===== src/rtl/ece571_cpu_pkg.sv =====
// Shared CPU types: instruction packet, ALU opcodes, issue FSM states and the
// opcode legality helper used by the issue sequencer.
package ece571_cpu_pkg;

    localparam int N       = 32;
    localparam int IMM_BIT = 7;

    typedef enum logic [2:0] {
        OP_ADD = 3'b000,
        OP_SUB = 3'b001,
        OP_AND = 3'b010,
        OP_OR  = 3'b011,
        OP_XOR = 3'b100
    } opcode_t;

    // Field order puts the immediate flag at bit IMM_BIT of the packet.
    typedef struct packed {
        logic [N-1:0] data;
        logic [3:0]   rs1;
        logic [3:0]   rs2;
        logic         we;
        logic         imm;
        logic [3:0]   rd;
        opcode_t      op;
    } alu_instruction;

    typedef enum logic [1:0] {
        IDLE = 2'd0,
        READ = 2'd1,
        EXEC = 2'd2,
        WB   = 2'd3
    } issue_state_t;

    function automatic logic is_legal_op(opcode_t op);
        return (op inside {OP_ADD, OP_SUB, OP_AND, OP_OR, OP_XOR});
    endfunction

endpackage


===== src/rtl/alu_issue_ctrl_fifo.sv =====
// Synchronous show-ahead FIFO holding pending ALU instructions.
// Pushes are ignored while full and pops while empty.
module alu_instr_fifo #(
    parameter int DEPTH = 4,
    parameter int WIDTH = 8
) (
    input  logic                       i_clk,
    input  logic                       i_rst,
    input  logic                       i_push,
    input  logic                       i_pop,
    input  logic [WIDTH-1:0]           i_wdata,
    output logic [WIDTH-1:0]           o_rdata,
    output logic                       o_full,
    output logic                       o_empty,
    output logic [$clog2(DEPTH):0]     o_count
);

    localparam int AW = $clog2(DEPTH);

    logic [WIDTH-1:0] r_mem [DEPTH];
    logic [AW-1:0]    r_wr_ptr;
    logic [AW-1:0]    r_rd_ptr;
    logic [AW:0]      r_count;
    logic             w_do_push;
    logic             w_do_pop;

    assign o_full    = (r_count == (AW+1)'(DEPTH));
    assign o_empty   = (r_count == '0);
    assign o_count   = r_count;
    assign o_rdata   = r_mem[r_rd_ptr];
    assign w_do_push = i_push && !o_full;
    assign w_do_pop  = i_pop && !o_empty;

    always_ff @(posedge i_clk) begin
        if (w_do_push) begin
            r_mem[r_wr_ptr] <= i_wdata;
        end
    end

    // Power-of-two depth lets the pointers wrap by plain overflow.
    always_ff @(posedge i_clk) begin
        if (i_rst) begin
            r_wr_ptr <= '0;
            r_rd_ptr <= '0;
            r_count  <= '0;
        end else begin
            if (w_do_push) r_wr_ptr <= r_wr_ptr + 1'b1;
            if (w_do_pop)  r_rd_ptr <= r_rd_ptr + 1'b1;
            case ({w_do_push, w_do_pop})
                2'b10:   r_count <= r_count + 1'b1;
                2'b01:   r_count <= r_count - 1'b1;
                default: r_count <= r_count;
            endcase
        end
    end

endmodule


===== src/rtl/alu_issue_ctrl.sv =====
// Issue sequencer: buffers instructions and walks each through READ/EXEC/WB.
// Defining ALU_ISSUE_PERF_EN adds saturating retired/illegal counters.
module alu_issue_ctrl
    import ece571_cpu_pkg::*;
#(
    parameter int FIFO_DEPTH = 4
) (
    input  logic           clk,
    input  logic           rst,
    input  logic           in_valid,
    output logic           in_ready,
    input  alu_instruction in_instr,
    output logic [3:0]     rf_raddr1,
    output logic [3:0]     rf_raddr2,
    input  logic [N-1:0]   rf_rdata1,
    input  logic [N-1:0]   rf_rdata2,
    output logic [N-1:0]   alu_a,
    output logic [N-1:0]   alu_b,
    output logic [2:0]     alu_op,
    input  logic [N-1:0]   alu_result,
    output logic           rf_we,
    output logic [3:0]     rf_waddr,
    output logic [N-1:0]   rf_wdata,
    output logic           busy,
    output logic           err_illegal,
`ifdef ALU_ISSUE_PERF_EN
    output logic [15:0]    retired_cnt,
    output logic [15:0]    illegal_cnt,
`endif
    output logic [1:0]     dbg_state
);

    issue_state_t              r_state;
    issue_state_t              w_next_state;
    alu_instruction            r_instr;
    alu_instruction            w_fifo_rdata;
    opcode_t                   r_op;
    logic [N-1:0]              r_op_a;
    logic [N-1:0]              r_op_b;
    logic [N-1:0]              r_result;
    logic                      w_fifo_full;
    logic                      w_fifo_empty;
    logic [$clog2(FIFO_DEPTH):0] w_fifo_count;
    logic                      w_push;
    logic                      w_pop;
    logic                      w_capture;

    assign w_push   = in_valid && !w_fifo_full;
    assign in_ready = !w_fifo_full;

    alu_instr_fifo #(
        .DEPTH (FIFO_DEPTH),
        .WIDTH ($bits(alu_instruction))
    ) u_fifo (
        .i_clk   (clk),
        .i_rst   (rst),
        .i_push  (w_push),
        .i_pop   (w_pop),
        .i_wdata (in_instr),
        .o_rdata (w_fifo_rdata),
        .o_full  (w_fifo_full),
        .o_empty (w_fifo_empty),
        .o_count (w_fifo_count)
    );

    always_ff @(posedge clk) begin
        if (rst) r_state <= IDLE;
        else     r_state <= w_next_state;
    end

    always_comb begin
        w_next_state = r_state;
        w_pop        = 1'b0;
        w_capture    = 1'b0;
        err_illegal  = 1'b0;
        rf_we        = 1'b0;
        case (r_state)
            IDLE: begin
                if (!w_fifo_empty) begin
                    w_pop        = 1'b1;
                    w_next_state = READ;
                end
            end
            READ: begin
                if (!is_legal_op(r_instr.op)) begin
                    err_illegal  = 1'b1;
                    w_pop        = !w_fifo_empty;
                    w_next_state = w_fifo_empty ? IDLE : READ;
                end else begin
                    w_capture    = 1'b1;
                    w_next_state = EXEC;
                end
            end
            EXEC: w_next_state = WB;
            WB: begin
                rf_we        = r_instr.we && (r_instr.rd != 4'd0);
                w_pop        = !w_fifo_empty;
                w_next_state = w_fifo_empty ? IDLE : READ;
            end
            default: w_next_state = IDLE;
        endcase
    end

    // Operands are only captured for legal ops so the ALU inputs hold otherwise.
    always_ff @(posedge clk) begin
        if (rst) begin
            r_instr  <= '0;
            r_op     <= OP_ADD;
            r_op_a   <= '0;
            r_op_b   <= '0;
            r_result <= '0;
        end else begin
            if (w_pop) r_instr <= w_fifo_rdata;
            if (w_capture) begin
                r_op_a <= rf_rdata1;
                r_op_b <= r_instr[IMM_BIT] ? r_instr.data : rf_rdata2;
                r_op   <= r_instr.op;
            end
            if (r_state == EXEC) r_result <= alu_result;
        end
    end

    assign rf_raddr1 = r_instr.rs1;
    assign rf_raddr2 = r_instr.rs2;
    assign alu_a     = r_op_a;
    assign alu_b     = r_op_b;
    assign alu_op    = r_op;
    assign rf_waddr  = r_instr.rd;
    assign rf_wdata  = r_result;
    assign busy      = (r_state != IDLE) || (w_fifo_count != '0);
    assign dbg_state = r_state;

`ifdef ALU_ISSUE_PERF_EN
    logic [15:0] r_retired_cnt;
    logic [15:0] r_illegal_cnt;

    always_ff @(posedge clk) begin
        if (rst) begin
            r_retired_cnt <= '0;
            r_illegal_cnt <= '0;
        end else begin
            if (r_state == WB && r_retired_cnt != 16'hFFFF)
                r_retired_cnt <= r_retired_cnt + 1'b1;
            if (err_illegal && r_illegal_cnt != 16'hFFFF)
                r_illegal_cnt <= r_illegal_cnt + 1'b1;
        end
    end

    assign retired_cnt = r_retired_cnt;
    assign illegal_cnt = r_illegal_cnt;
`endif

endmodule


===== config.mk =====
export PLATFORM = sky130hd
export DESIGN_NAME = alu_issue_ctrl
export DESIGN_NICKNAME = d
export VERILOG_FILES = /design/src/rtl/ece571_cpu_pkg.sv /design/src/rtl/alu_issue_ctrl_fifo.sv /design/src/rtl/alu_issue_ctrl.sv
export SDC_FILE = /design/constraint.sdc
export NUM_CORES = 1
export LEC_CHECK = 0
export BUFFER_PORTS_ARGS = -buffer_cell sky130_fd_sc_hd__buf_4
export CAP_MARGIN = 0
export CORE_MARGIN = 2
export CORE_UTILIZATION = 30
export CTS_BUF_LIST = sky130_fd_sc_hd__clkbuf_8
export DETAILED_ROUTE_END_ITERATION = 16
export GPL_ROUTABILITY_DRIVEN = 0
export PLACE_DENSITY = 0.5
export SYNTH_ARGS = -nofsm -noshare
export SYNTH_HDL_FRONTEND = slang
export SYNTH_SLANG_ARGS = --single-unit

===== constraint.sdc =====
create_clock -name clk -period 3.3 [get_ports clk]
set_input_delay 0.495 -clock clk [delete_from_list [all_inputs] [get_ports clk]]
set_output_delay 0.495 -clock clk [all_outputs]
set_load 0.02 [all_outputs]

# Word-level counts from Yosys, hierarchy flattened
# Memory sizes are Yosys's and may differ from the RTL's. A register that Yosys moved wholly into a read port is not among the register bits.
# Cells that the tools add are included.
dict set report word_totals {
  register_bits 108
  ram_bits 196
  input_bits 148
  output_inout_bits 117
  wordCells 55
  n_memories 1
}
# name words width rd rd_clocked_by_memory_dff write_ports line
set mem_list {}
lappend mem_list {u_fifo.r_mem 4 49 1 1 1 alu_issue_ctrl_fifo.sv:20} ;# logic [WIDTH-1:0] r_mem [DEPTH];
dict set report classes {
  n_addsub 4
  eq_ne 11
  mux 16
  reduce_logical 15
}
# cell n
set op_table {}
lappend op_table {{32-bit 2-to-1 mux} 1}
lappend op_table {{1-bit 2-to-1 mux} 10}
lappend op_table {{2-bit case mux with 4 select lines} 1}
lappend op_table {{2-bit == test (second input constant)} 3}
lappend op_table {{3-bit by 2-bit == test with 1-bit output (second input constant)} 2}
lappend op_table {{3-bit == test (second input constant)} 2}
lappend op_table {{3-bit zero test} 2}
lappend op_table {{3-bit case mux with 2 select lines} 1}
lappend op_table {{5-bit nonzero test} 1}
lappend op_table {{2-bit by 1-bit adder with 2-bit output (second input constant)} 2}
lappend op_table {{2-bit by 1-bit == test with 1-bit output (second input constant)} 2}
lappend op_table {{1-bit logical AND} 4}
lappend op_table {{2-bit 2-to-1 mux} 2}
lappend op_table {{2-bit nonzero test} 2}
lappend op_table {{4-bit nonzero test} 1}
lappend op_table {{3-bit by 1-bit adder with 3-bit output (second input constant)} 1}
lappend op_table {{3-bit by 1-bit == test with 1-bit output (second input constant)} 1}
lappend op_table {{1-bit case mux with 3 select lines} 1}
lappend op_table {{3-bit nonzero test} 1}
lappend op_table {{3-bit by 1-bit subtractor with 3-bit output (second input constant)} 1}
lappend op_table {{1-bit zero test} 2}
lappend op_table {{2-bit zero test} 1}
lappend op_table {{2-bit inequality test (second input constant)} 1}
lappend op_table {{1-bit logical OR} 1}

# Logic depth before layout (Yosys ltp)
dict set report logic_depth {
  ltp_word 7
  mapped_depth 9
  mapped_depth_nobuf 8
}

# Modules after synthesis
# From an unflattened synthesis, not the netlist that was laid out.
dict set report hier_totals {
  hier_cells 1094
  hier_area_um2 14453.9
}
# mod n_inst cells_each area_per_inst_um2
set by_module_without_submodules {}
lappend by_module_without_submodules {alu_instr_fifo 1 310 7562.3}
lappend by_module_without_submodules {alu_issue_ctrl 1 784 6891.6}

# Worst setup path after synthesis
# Ideal clock, no wire load.
dict set report synth_timing {
  kind {register to register}
  from {register u_fifo.r_count[0] (netlist: u_fifo.o_count[0])}
  to {memory u_fifo.r_mem[0][0] (netlist bit), enable pin}
  t_arrival_ns 2.178
  required_time_ns 2.888
  setup_slack_ns 0.710
  stages_incl_launch_ff 4
  cell_sequence {dfxtp_1 -> or3b_2 -> clkbuf_1 -> and3_1}
}
dict set report synth_between {
  elab_chain_cells 6
}
# item line
set synth_lines {}
lappend synth_lines {{start: declaration} alu_issue_ctrl_fifo.sv:23} ;# logic [AW:0] r_count;
lappend synth_lines {{start signal: assignment} alu_issue_ctrl_fifo.sv:50} ;# 2'b10: r_count <= r_count + 1'b1;
lappend synth_lines {{start signal: assignment} alu_issue_ctrl_fifo.sv:51} ;# 2'b01: r_count <= r_count - 1'b1;
lappend synth_lines {{start signal: assignment} alu_issue_ctrl_fifo.sv:52} ;# default: r_count <= r_count;
lappend synth_lines {{3-bit == test *} alu_issue_ctrl_fifo.sv:27} ;# assign o_full = (r_count == (AW+1)'(DEPTH));
lappend synth_lines {{1-bit zero test *} -}
lappend synth_lines {{named net in_ready} alu_issue_ctrl.sv:11} ;# output logic in_ready,
lappend synth_lines {{1-bit logical AND} alu_issue_ctrl.sv:48} ;# assign w_push = in_valid && !w_fifo_full;
lappend synth_lines {{1-bit logical AND *} alu_issue_ctrl_fifo.sv:31} ;# assign w_do_push = i_push && !o_full;
lappend synth_lines {{1-bit 2-to-1 mux *} alu_issue_ctrl_fifo.sv:35} ;# if (w_do_push) begin
lappend synth_lines {{1-bit 2-to-1 mux (not written as such) *} alu_issue_ctrl_fifo.sv:36} ;# r_mem[r_wr_ptr] <= i_wdata;
lappend synth_lines {{end: declaration} alu_issue_ctrl_fifo.sv:20}
# Mark *: on every way through the listed nets, which the timed path passes. The rest lies on a longest branch.

==> impl_summary.log <==
INFO  metric result_of_the_run = completed
INFO  metric overflow_left_after_global_routing = 0
INFO  metric final.setup_skew = 0.0213 ns
INFO  metric setup-tns-final = 0 ns
INFO  metric placedInstanceArea = 0.0166 mm^2
INFO  metric dr_total_vias = 9778
INFO  metric number_of_drc_violations_after_detailed_routing = 0
INFO  metric clock_tree.buffer_depth = 3
INFO  metric num-fill-cells = 4504
INFO  metric fp.dieH = 220 um
INFO  metric syn_area_per_cell = 12.7 um^2
INFO  metric hp-start = in_instr[15]
INFO  metric detail_route.wirelength = 40.4 mm
INFO  metric layout.nets = 1506
INFO  metric clock_tree_from_tritoncts = done
INFO  metric cts_hold_buffers = 0
INFO  metric async_reset_ff_frac = 0
INFO  metric final_area = 0.0179 mm^2
INFO  metric layout-drive-gt1-share = 0.317
INFO  metric pwr-share-comb = 0.314
INFO  metric swShare = 0.346
INFO  metric wp_data_required = 2.80 ns
INFO  metric post-route-period-util = 0.821
INFO  metric ctsRootBufferMaster = sky130_fd_sc_hd__clkbuf_8
INFO  metric period_minus_slack = 2.71 ns
INFO  metric postSynthNetCount = 1260
INFO  metric synth_top_cell_by_area = sky130_fd_sc_hd__edfxtp_1
INFO  metric worst_path_max_delay_cell = sky130_fd_sc_hd__nand2b_1
INFO  metric number_of_endpoints_with_negative_hold_slack_in_the_final_report = 0
INFO  metric worstHoldPathType = in -> reg
INFO  metric initialDrtViolationCount = 656
INFO  metric synth_area_leaders = sky130_fd_sc_hd__edfxtp_1 42%, sky130_fd_sc_hd__dfxtp_1 22%, sky130_fd_sc_hd__mux4_2 7.9%
INFO  metric area_overhead_of_the_layout_relative_to_synthesis = 27.7%
INFO  metric timing.rr.start = dbg_state[0]
INFO  metric globalRouteMet1Util = 0.217
INFO  metric netlist_instances = 1106
INFO  metric ir_worst_vdd = 376 uV
INFO  metric cp_num_buf_inv = 2
INFO  metric highest_clock_frequency_the_design_can_meet = 0.369 GHz
INFO  metric synth_enable_flop_cells = 196
INFO  metric post-synth-top-area-fraction = 0.419
INFO  metric post-synth-top-count-cell = sky130_fd_sc_hd__edfxtp_1
INFO  metric p_sw = 5270 uW
INFO  metric clk_latency = 0.59 ns
INFO  metric routed_via_density = 4.86
INFO  metric crit_path_end_kind = output port
INFO  metric cells_resized_by_post_cts_repair = 0
INFO  metric unrepaired_setup_endpoints_after_global_routing = false
INFO  metric clock_input_transition_at_the_sequential_cells_of_the_worst_setup_and_hold_paths = 0.06 ns
INFO  metric crit_fanout = 24
INFO  metric port_buffers = 264
INFO  metric grt_use_met2 = 0.257
INFO  metric critPathTopFamily = simple AND/OR/NAND/NOR gates
INFO  metric first_pass_iters = 5
INFO  metric ctsHtreeMaxLevel = 3
INFO  metric die-width = 220 um
INFO  metric report.final.slew_viol_count = 0
INFO  metric grt_most_used_layer = met2
INFO  metric criticalPathCategory = reg -> out
INFO  metric synth_top_flop_cell = sky130_fd_sc_hd__edfxtp_1
INFO  metric power.static_leakage = 0.00664 uW
INFO  metric yosysWarnings = 0
INFO  metric most_prevalent_standard_cell_on_the_critical_path = sky130_fd_sc_hd__buf_4
INFO  metric post_drt_wl_per_cell = 20.1 um
INFO  metric power.share.sequential = 0.409
INFO  metric power.density_cell_area = 849 mW/mm^2
INFO  metric clock_sink_count = 353
INFO  metric actual_transition_at_the_worst_max_transition_pin = 1.06 ns
INFO  metric first_global_vias = 9798
INFO  metric numCtsBuffers = 67
INFO  metric dieArea = 0.0485 mm^2
INFO  metric first_pass_grt_wire_length = 59.5 mm
INFO  metric critical_path.cell_chain = nand2b_1, buf_4, nor2_1, buf_4
INFO  metric core_area = 0.0464 mm^2
INFO  metric post_cts.repair.setup_buffers = 0
INFO  metric grt_use_met3 = 0.0460
INFO  metric grt_start_max_net_pins = 158
INFO  metric floorplan.rows = 79
INFO  metric synth.ff_latch_count = 353
INFO  metric drv_cap = 0
INFO  metric start_kind = flip-flop
INFO  metric initial_utilization = 0.303
INFO  metric cell_internal_power_dissipation = 9950 uW
INFO  metric ys_seq_area_frac = 0.643
INFO  metric clockPowerShare = 0.278
INFO  metric synth.distinct_cells = 37
INFO  metric worst-endpoint-arrival = 2.21 ns
INFO  metric total_i_o_pin_count = 265
INFO  metric netlist_top_cells_count = 196 x sky130_fd_sc_hd__edfxtp_1, 157 x sky130_fd_sc_hd__dfxtp_1, 103 x sky130_fd_sc_hd__a21oi_1
INFO  metric final-setup-viol-count = 0
INFO  metric critical-path-max-stage-delay = 0.52 ns
INFO  metric dp_hpwl = 23.8 mm
INFO  metric antenna_found_initial = 3
INFO  metric synthesis.area = 0.0140 mm^2
INFO  metric antenna_cells_inserted = 0
INFO  metric postRouteAntennaNets = 0
INFO  metric grtUsageTotal = 0.163
INFO  metric worst_slew_margin_rel = 0.290
==> layer usage <==
metal / up-vias / share of wire
met1: 4789 / 0.45
met5: - / 0.00089
met2: 341 / 0.46
li1: 4569 / -
met4: 6 / 0.022
met3: 73 / 0.075
==> final timing paths <==
kind	endpoint	slack [ns]	depth (start not counted)
worst min-delay path	u_fifo.r_mem[3][15]	0.10	1
worst max register to register	alu_b[15]	0.76	5
worst max-delay path	err_illegal	0.59	4
worst min register to register	rf_wdata[13]	0.45	2
==> layout make-up <==
class	count	area, um^2	area share
timing repair buffer	282	2180	0.122
tap	607	759	0.0424
sequential	353	9040	0.504
multi-input combinational	593	4400	0.245
clock inverter	39	204	0.0114
clock buffer	83	1140	0.0637
inverter	55	206	0.0115
==> through the flow <==
step           power (uW)  std cells  hold slack [ns]   util  setup slack [ns]
5_1_grt             16200       2012           0.0463  0.387             0.410
4_1_cts             15500       2012           0.0380  0.387             0.545
3_5_place_dp        11200       1890            0.450  0.358             0.751
3_3_place_gp        11100       1890            0.444  0.358             0.837
2_1_floorplan        9220       1106            0.485      -             0.710
6_report            15200       2012            0.101  0.387             0.592
==> kinds of logic after synthesis <==
group           Yosys count  share of synthesized area
mux                      83                      0.103
fa+ha+maj                 6                    0.00588
compound gates          278                      0.120
buf+inv                 160                     0.0479
flops                   353                      0.643
simple gates            224                     0.0792
xor+xnor                  2                    0.00125
==> registers in the layout, summed over array words and instances (netlist names), named ones only <==
name	count
u_fifo.o_count	3
u_fifo.r_rd_ptr	2
alu_op	3
alu_b	32
rf_waddr	4
alu_a	32
rf_raddr1	4
r_instr	37
u_fifo.r_mem	196
dbg_state	1
u_fifo.r_wr_ptr	2
rf_raddr2	4
rf_wdata	32
==> layout by cell type (no fill, tap or decap), drive strengths merged, types with 2 or more instances in the layout <==
cell	instances
nor2b	51
buf	282
nand3	82
clkbuf	83
mux2	2
o21ai	83
mux2i	32
inv	85
ha	5
a211oi	35
dfxtp	157
nand2b	2
xor2	2
nand4	2
a21oi	103
nand2	68
o211ai	51
o21a	2
edfxtp	196
clkinv	7
nor2	9
nor3	2
and3	4
a21o	2
mux4	49
bufinv	2
==> power by group through the flow <==
stage	sequential (uW)	clock (uW)	combinational, uW
after global placement	6310	0	4800
after global routing	6340	4600	5220
after floorplan	6270	0	2950
after detailed placement	6320	0	4850
final	6220	4230	4770
after CTS	6240	4400	4860
No activity file was read; power rests on OpenSTA's default activity.
